$ cat src/rtl/ex_muldiv_unit.sv
// ex_muldiv_unit: iterative RV32M multiply/divide beside the ALU (radix-2 shift-add multiply, restoring divide).
// Latency: result_valid is high after edge XLEN+2 counting the start edge as 1; with MULDIV_FASTPATH_EN, trivial cases finish after edge 1.
// Backpressure: none accepted downstream; holds IF/ID/EX via stall_req until the one-cycle result_valid pulse.
module ex_muldiv_unit #(
    parameter int XLEN  = 32,
    parameter int CNT_W = 6
) (
    input  logic            clk,
    input  logic            resetn,
    input  logic            start,
    input  logic [2:0]      op,
    input  logic [XLEN-1:0] operand_a,
    input  logic [XLEN-1:0] operand_b,
    input  logic [4:0]      rd_address_in,
    input  logic            flush,
    output logic            stall_req,
    output logic            busy,
    output logic            result_valid,
    output logic [XLEN-1:0] result,
    output logic [4:0]      rd_address_out
);

    typedef enum logic [1:0] {
        S_IDLE = 2'd0,
        S_CALC = 2'd1,
        S_FIX  = 2'd2,
        S_DONE = 2'd3
    } state_t;

    localparam logic [2:0] OP_MUL    = 3'b000;
    localparam logic [2:0] OP_MULH   = 3'b001;
    localparam logic [2:0] OP_MULHSU = 3'b010;
    localparam logic [2:0] OP_MULHU  = 3'b011;
    localparam logic [2:0] OP_DIV    = 3'b100;
    localparam logic [2:0] OP_DIVU   = 3'b101;
    localparam logic [2:0] OP_REM    = 3'b110;

    localparam logic [CNT_W-1:0] CNT_LAST = CNT_W'(XLEN - 1);

    state_t           state_q;
    logic [CNT_W-1:0] cnt_q;
    logic [2:0]       op_q;
    logic [4:0]       rd_q;
    logic             a_neg_q;
    logic             b_neg_q;
    logic [XLEN-1:0]  a_mag_q;
    logic [XLEN-1:0]  b_mag_q;
    // hi_q/lo_q: product {hi,lo} for multiply; remainder (hi) and dividend/quotient shift register (lo) for divide
    logic [XLEN-1:0]  hi_q;
    logic [XLEN-1:0]  lo_q;
    logic [XLEN-1:0]  result_q;
    logic [4:0]       rd_out_q;
    logic             valid_q;

    logic             a_signed;
    logic             b_signed;
    logic             a_neg_d;
    logic             b_neg_d;
    logic [XLEN-1:0]  a_mag_d;
    logic [XLEN-1:0]  b_mag_d;

    // Decode operand signedness from funct3 and take magnitudes at issue time
    always_comb begin
        a_signed = (op == OP_MUL) | (op == OP_MULH) | (op == OP_MULHSU) |
                   (op == OP_DIV) | (op == OP_REM);
        b_signed = (op == OP_MUL) | (op == OP_MULH) | (op == OP_DIV) | (op == OP_REM);
        a_neg_d  = a_signed & operand_a[XLEN-1];
        b_neg_d  = b_signed & operand_b[XLEN-1];
        a_mag_d  = a_neg_d ? ('0 - operand_a) : operand_a;
        b_mag_d  = b_neg_d ? ('0 - operand_b) : operand_b;
    end

    logic [XLEN:0]   mul_sum;
    logic [XLEN:0]   div_tmp;
    logic [XLEN-1:0] div_diff;
    logic            div_ge;
    logic [XLEN-1:0] hi_d;
    logic [XLEN-1:0] lo_d;

    // One radix-2 iteration: shift-add for multiply, restoring subtract for divide
    always_comb begin
        mul_sum  = {1'b0, hi_q} + {1'b0, a_mag_q & {XLEN{lo_q[0]}}};
        div_tmp  = {hi_q, lo_q[XLEN-1]};
        div_ge   = (div_tmp >= {1'b0, b_mag_q});
        // div_tmp < 2*divisor whenever it is subtracted, so the difference fits XLEN bits
        div_diff = div_tmp[XLEN-1:0] - b_mag_q;
        if (op_q[2]) begin
            hi_d = div_ge ? div_diff : div_tmp[XLEN-1:0];
            lo_d = {lo_q[XLEN-2:0], div_ge};
        end else begin
            hi_d = mul_sum[XLEN:1];
            lo_d = {mul_sum[0], lo_q[XLEN-1:1]};
        end
    end

    logic [2*XLEN-1:0] prod_raw;
    logic [2*XLEN-1:0] prod_fix;
    logic [XLEN-1:0]   quo_fix;
    logic [XLEN-1:0]   rem_fix;
    logic [XLEN-1:0]   fix_res;

    // Sign correction and word select; a zero divisor keeps the all-ones quotient unsigned-looking
    always_comb begin
        prod_raw = {hi_q, lo_q};
        prod_fix = (a_neg_q ^ b_neg_q) ? ('0 - prod_raw) : prod_raw;
        quo_fix  = ((a_neg_q ^ b_neg_q) && (b_mag_q != '0)) ? ('0 - lo_q) : lo_q;
        rem_fix  = a_neg_q ? ('0 - hi_q) : hi_q;
        fix_res  = rem_fix;
        case (op_q)
            OP_MUL:                       fix_res = prod_fix[XLEN-1:0];
            OP_MULH, OP_MULHSU, OP_MULHU: fix_res = prod_fix[2*XLEN-1:XLEN];
            OP_DIV, OP_DIVU:              fix_res = quo_fix;
            default:                      fix_res = rem_fix;
        endcase
    end

`ifdef MULDIV_FASTPATH_EN
    localparam logic [XLEN-1:0] MIN_NEG = {1'b1, {(XLEN-1){1'b0}}};

    logic            fast_hit;
    logic [XLEN-1:0] fast_res;

    // Detect operations whose result is known from the raw operands alone
    always_comb begin
        fast_hit = 1'b0;
        fast_res = '0;
        if (op[2]) begin
            if (operand_b == '0) begin
                fast_hit = 1'b1;
                fast_res = op[1] ? operand_a : '1;
            end else if (!op[0] && (operand_a == MIN_NEG) && (operand_b == '1)) begin
                fast_hit = 1'b1;
                fast_res = op[1] ? '0 : MIN_NEG;
            end
        end else if ((operand_a == '0) || (operand_b == '0)) begin
            fast_hit = 1'b1;
            fast_res = '0;
        end
    end
`endif

    // Control FSM and datapath registers; flush aborts without touching result/rd_address_out
    always_ff @(posedge clk) begin
        if (!resetn) begin
            state_q  <= S_IDLE;
            cnt_q    <= '0;
            op_q     <= '0;
            rd_q     <= '0;
            a_neg_q  <= 1'b0;
            b_neg_q  <= 1'b0;
            a_mag_q  <= '0;
            b_mag_q  <= '0;
            hi_q     <= '0;
            lo_q     <= '0;
            result_q <= '0;
            rd_out_q <= '0;
            valid_q  <= 1'b0;
        end else if (flush) begin
            state_q <= S_IDLE;
            valid_q <= 1'b0;
        end else begin
            case (state_q)
                S_IDLE: begin
                    valid_q <= 1'b0;
                    if (start) begin
                        op_q    <= op;
                        rd_q    <= rd_address_in;
                        a_neg_q <= a_neg_d;
                        b_neg_q <= b_neg_d;
                        a_mag_q <= a_mag_d;
                        b_mag_q <= b_mag_d;
                        hi_q    <= '0;
                        lo_q    <= op[2] ? a_mag_d : b_mag_d;
                        cnt_q   <= '0;
                        state_q <= S_CALC;
`ifdef MULDIV_FASTPATH_EN
                        if (fast_hit) begin
                            result_q <= fast_res;
                            rd_out_q <= rd_address_in;
                            valid_q  <= 1'b1;
                            state_q  <= S_DONE;
                        end
`endif
                    end
                end
                S_CALC: begin
                    hi_q  <= hi_d;
                    lo_q  <= lo_d;
                    cnt_q <= cnt_q + CNT_W'(1);
                    if (cnt_q == CNT_LAST) begin
                        state_q <= S_FIX;
                    end
                end
                S_FIX: begin
                    result_q <= fix_res;
                    rd_out_q <= rd_q;
                    valid_q  <= 1'b1;
                    state_q  <= S_DONE;
                end
                default: begin
                    // DONE: ID/EX still shows the same instruction, so start is ignored here
                    valid_q <= 1'b0;
                    state_q <= S_IDLE;
                end
            endcase
        end
    end

    assign stall_req      = ((state_q == S_IDLE) & start & ~flush) |
                            (state_q == S_CALC) | (state_q == S_FIX);
    assign busy           = (state_q != S_IDLE);
    assign result_valid   = valid_q;
    assign result         = result_q;
    assign rd_address_out = rd_out_q;

endmodule

$ cat config.mk
export PLATFORM = sky130hd
export DESIGN_NAME = ex_muldiv_unit
export DESIGN_NICKNAME = d
export VERILOG_FILES = /design/src/rtl/ex_muldiv_unit.sv
export SDC_FILE = /design/constraint.sdc
export NUM_CORES = 1
export LEC_CHECK = 0
export BUFFER_PORTS_ARGS = -buffer_cell sky130_fd_sc_hd__buf_2
export CAP_MARGIN = 10
export CORE_MARGIN = 3
export CORE_UTILIZATION = 50
export DETAILED_ROUTE_END_ITERATION = 10
export HOLD_SLACK_MARGIN = 0.02
export PLACE_DENSITY = 0.68
export SYNTH_ARGS = -nofsm -noshare
export SYNTH_HDL_FRONTEND = slang
export SYNTH_SLANG_ARGS = --single-unit
$ cat constraint.sdc
create_clock -name clk -period 4.8 [get_ports clk]
set_input_delay 0.48 -clock clk [delete_from_list [all_inputs] [get_ports clk]]
set_output_delay 0.48 -clock clk [all_outputs]
set_load 0.02 [all_outputs]
==> impl_metrics.json <==
{
  "status": "complete, no violations",
  "syn_area_mm2": 0.0158,
  "grt_pass1_wl_um": 89100,
  "worstPathArrival_ns": 4.11,
  "cap_violations": 0,
  "cts_tree": "yes",
  "dr.pass1.iters": 6,
  "leakagePower_uw": 0.00748,
  "cts_made_buffers": 17,
  "wl_um": 58700,
  "syn_inst": 2158,
  "clkLatencyLatePin_ns": 0.47,
  "hold_path.class": "input pin to flip-flop",
  "final_nets": 2314,
  "critical_path.startpoint": "hi_q[9]",
  "grt_max_degree": 101,
  "yosysSeqAreaShare_pct": 23.3,
  "ctsHtreeMaxLevel": 4,
  "routabilityCongestion": 1.02,
  "critPathCaptureType": "flip-flop",
  "ios": 116,
  "finalSetupViolCount": 0,
  "min-delay-start": "rd_address_in[0]",
  "rows": 64,
  "antenna_found_initial": 1,
  "period_needed_ns": 3.77,
  "area_delta_synth_final_pct": 8.54,
  "tightestPinTransition_ns": 1.10,
  "cts_num_sinks": 184,
  "cp.required_ns": 5.13,
  "viasPerCell": 6.55,
  "powerDensity_mw_per_mm2": 252,
  "slew_headroom_pct": 25.8,
  "clk_pin_slew_ns": 0.09,
  "core_area_mm2": 0.0309,
  "grt_pass1_vias": 15300,
  "fin_ws_ns": 1.03,
  "synth_nets": 2308,
  "place_ws_ns": 1.06,
  "postRouteAntennaNets": 0,
  "cts_resized": 0,
  "drv_slew": 0,
  "detail_route.drc_violations": 0,
  "globalRoute.totalOverflow": 0,
  "hpwl_um": 44800,
  "fp.dieW_um": 184,
  "async_flop_share_pct": 0,
  "layout_commonest_cell": "nand2_1",
  "io_buffers": 115,
  "fin_crit_sh_pct": 78.6,
  "drive_gt1_share_pct": 10.4,
  "fin_skew_ns": 0.0154,
  "ys.flop_type": "dfxtp_1",
  "hold_viol": 0,
  "cp_max_fo": 28,
  "reg2reg_from": "hi_q[9]",
  "wire_per_inst_um": 22.8,
  "drtIter0Drc": 2230,
  "start_util_pct": 51.2,
  "clock_path_buffers": 2,
  "dieArea_mm2": 0.0338,
  "grt_usage_pct": 33.9,
  "n_antenna_cell": 0,
  "ys_seq_elements": 184,
  "holdBufCountCts": 0,
  "fmax_mhz": 265,
  "synth_cell_types": 84,
  "cp-start-kind": "flip-flop",
  "die_h_um": 184,
  "synth_area_per_cell_um2": 7.34,
  "fin_setup_tns_ns": 0,
  "layout_common_cells": "260 x nand2_1, 183 x dfxtp_1, 180 x a21oi_1",
  "whs_ns": 0.264,
  "rsz0062_at_grt": "no",
  "clockRootBuffer": "clkbuf_16",
  "critPathKind": "flip-flop to flip-flop",
  "synth_edf_count": 0,
  "yosys_warnings": 0,
  "post-cts-setup-buffers": 0,
  "vdd_drop_max_mv": 0.257,
  "vias": 16800
}
state kept, by name (all words and copies together), names as in the netlist:
| signal | flops |
|---|---|
| a_mag_q | 32 |
| a_neg_q | 1 |
| b_mag_q | 32 |
| b_neg_q | 1 |
| cnt_q | 6 |
| hi_q | 32 |
| lo_q | 32 |
| op_q | 3 |
| rd_address_out | 5 |
| rd_q | 5 |
| result | 32 |
| result_valid | 1 |
| state_q | 2 |
metrics by stage:
stage / power, uW / instance area (um2) / utilization [%] / std cells
2_1_floorplan: 2420 / 15800 / - / 2158
3_3_place_gp: 2790 / 16600 / 53.6 / 2541
3_5_place_dp: 2790 / 16600 / 53.6 / 2541
4_1_cts: 4300 / 17200 / 55.6 / 2573
5_1_grt: 4490 / 17200 / 55.6 / 2573
6_report: 4330 / 17200 / 55.6 / 2573
where the power goes:
part	internal [uW]	switching (uW)	total [uW]	leakage (uW)
Combinational	384	732	1120	0.00568
Sequential	1590	90.2	1690	0.00150
Clock	756	775	1530	0.000298
metal layers:
metal / GRT usage (%) / share of wire [%] / vias to the layer above
met3: 5.68 / 8.8 / 166
met4: 17.3 / 5.4 / 2
met1: 45.2 / 42 / 7947
met2: 52.8 / 44 / 901
met5: 0 / 0.022 / -
li1: - / - / 7830
cells by family (layout without fill, tap and decap cells):
| family | Yosys count | in the layout | synth area share, % |
|---|---|---|---|
| AND/OR/NAND/NOR | 740 | 740 | 22.7 |
| AO/OA/AOI/OAI | 700 | 700 | 29.0 |
| buffers and inverters | 223 | 242 | 5.44 |
| flip-flops | 184 | 184 | 23.3 |
| XOR/XNOR | 175 | 175 | 9.68 |
| adder cells (fa/ha/maj) | 74 | 74 | 5.94 |
| multiplexers | 62 | 62 | 4.00 |
worst max-delay path: stages, from the launching register on:
cell       delay, ns
dfxtp_1         0.46
ha_1            0.49
nand2_1         0.09
or4_1           0.53
a211o_1         0.27
and3_1          0.24
a21oi_1         0.37
a21oi_4         0.21
buf_4           0.28
a2111oi_0       0.41
o311a_1         0.24
a311oi_1        0.04
path summary, 6_finish.rpt:
check,end,slack [ns],cells after the start
hold / removal,rd_q[0],0.26,3
hold reg to reg,result[24],0.46,2
setup reg to reg,hi_q[30],1.03,11
setup / recovery,hi_q[30],1.03,11
cells in the mapped netlist, drive strengths merged (24+ instances only):
cell type | n | area share, %
a21oi | 181 | 5.7
or3 | 28 | 1.1
nand2 | 260 | 6.2
o211a | 37 | 2.3
nor3 | 45 | 1.5
xnor2 | 86 | 4.8
a211oi | 24 | 1.1
a21boi | 28 | 1.3
dfxtp | 184 | 23
nor2 | 167 | 4.0
and2 | 45 | 1.8
o21ai | 184 | 5.8
o31ai | 29 | 1.4
ha | 72 | 5.7
inv | 62 | 1.5
mux2i | 52 | 3.3
and3 | 33 | 1.3
a21o | 36 | 1.7
clkbuf | 141 | 3.3
nand3 | 34 | 1.1
xor2 | 89 | 4.9
final cells by class:
cell class	count	area, um2
clock buffer	17	425
clock inverter	15	194
fill	3035	13700
inverter	62	233
multi-input combinational	1751	11300
sequential	184	3680
tap	396	495
timing repair buffer	148	826
Note: power is estimated with default switching activity, not from simulation.
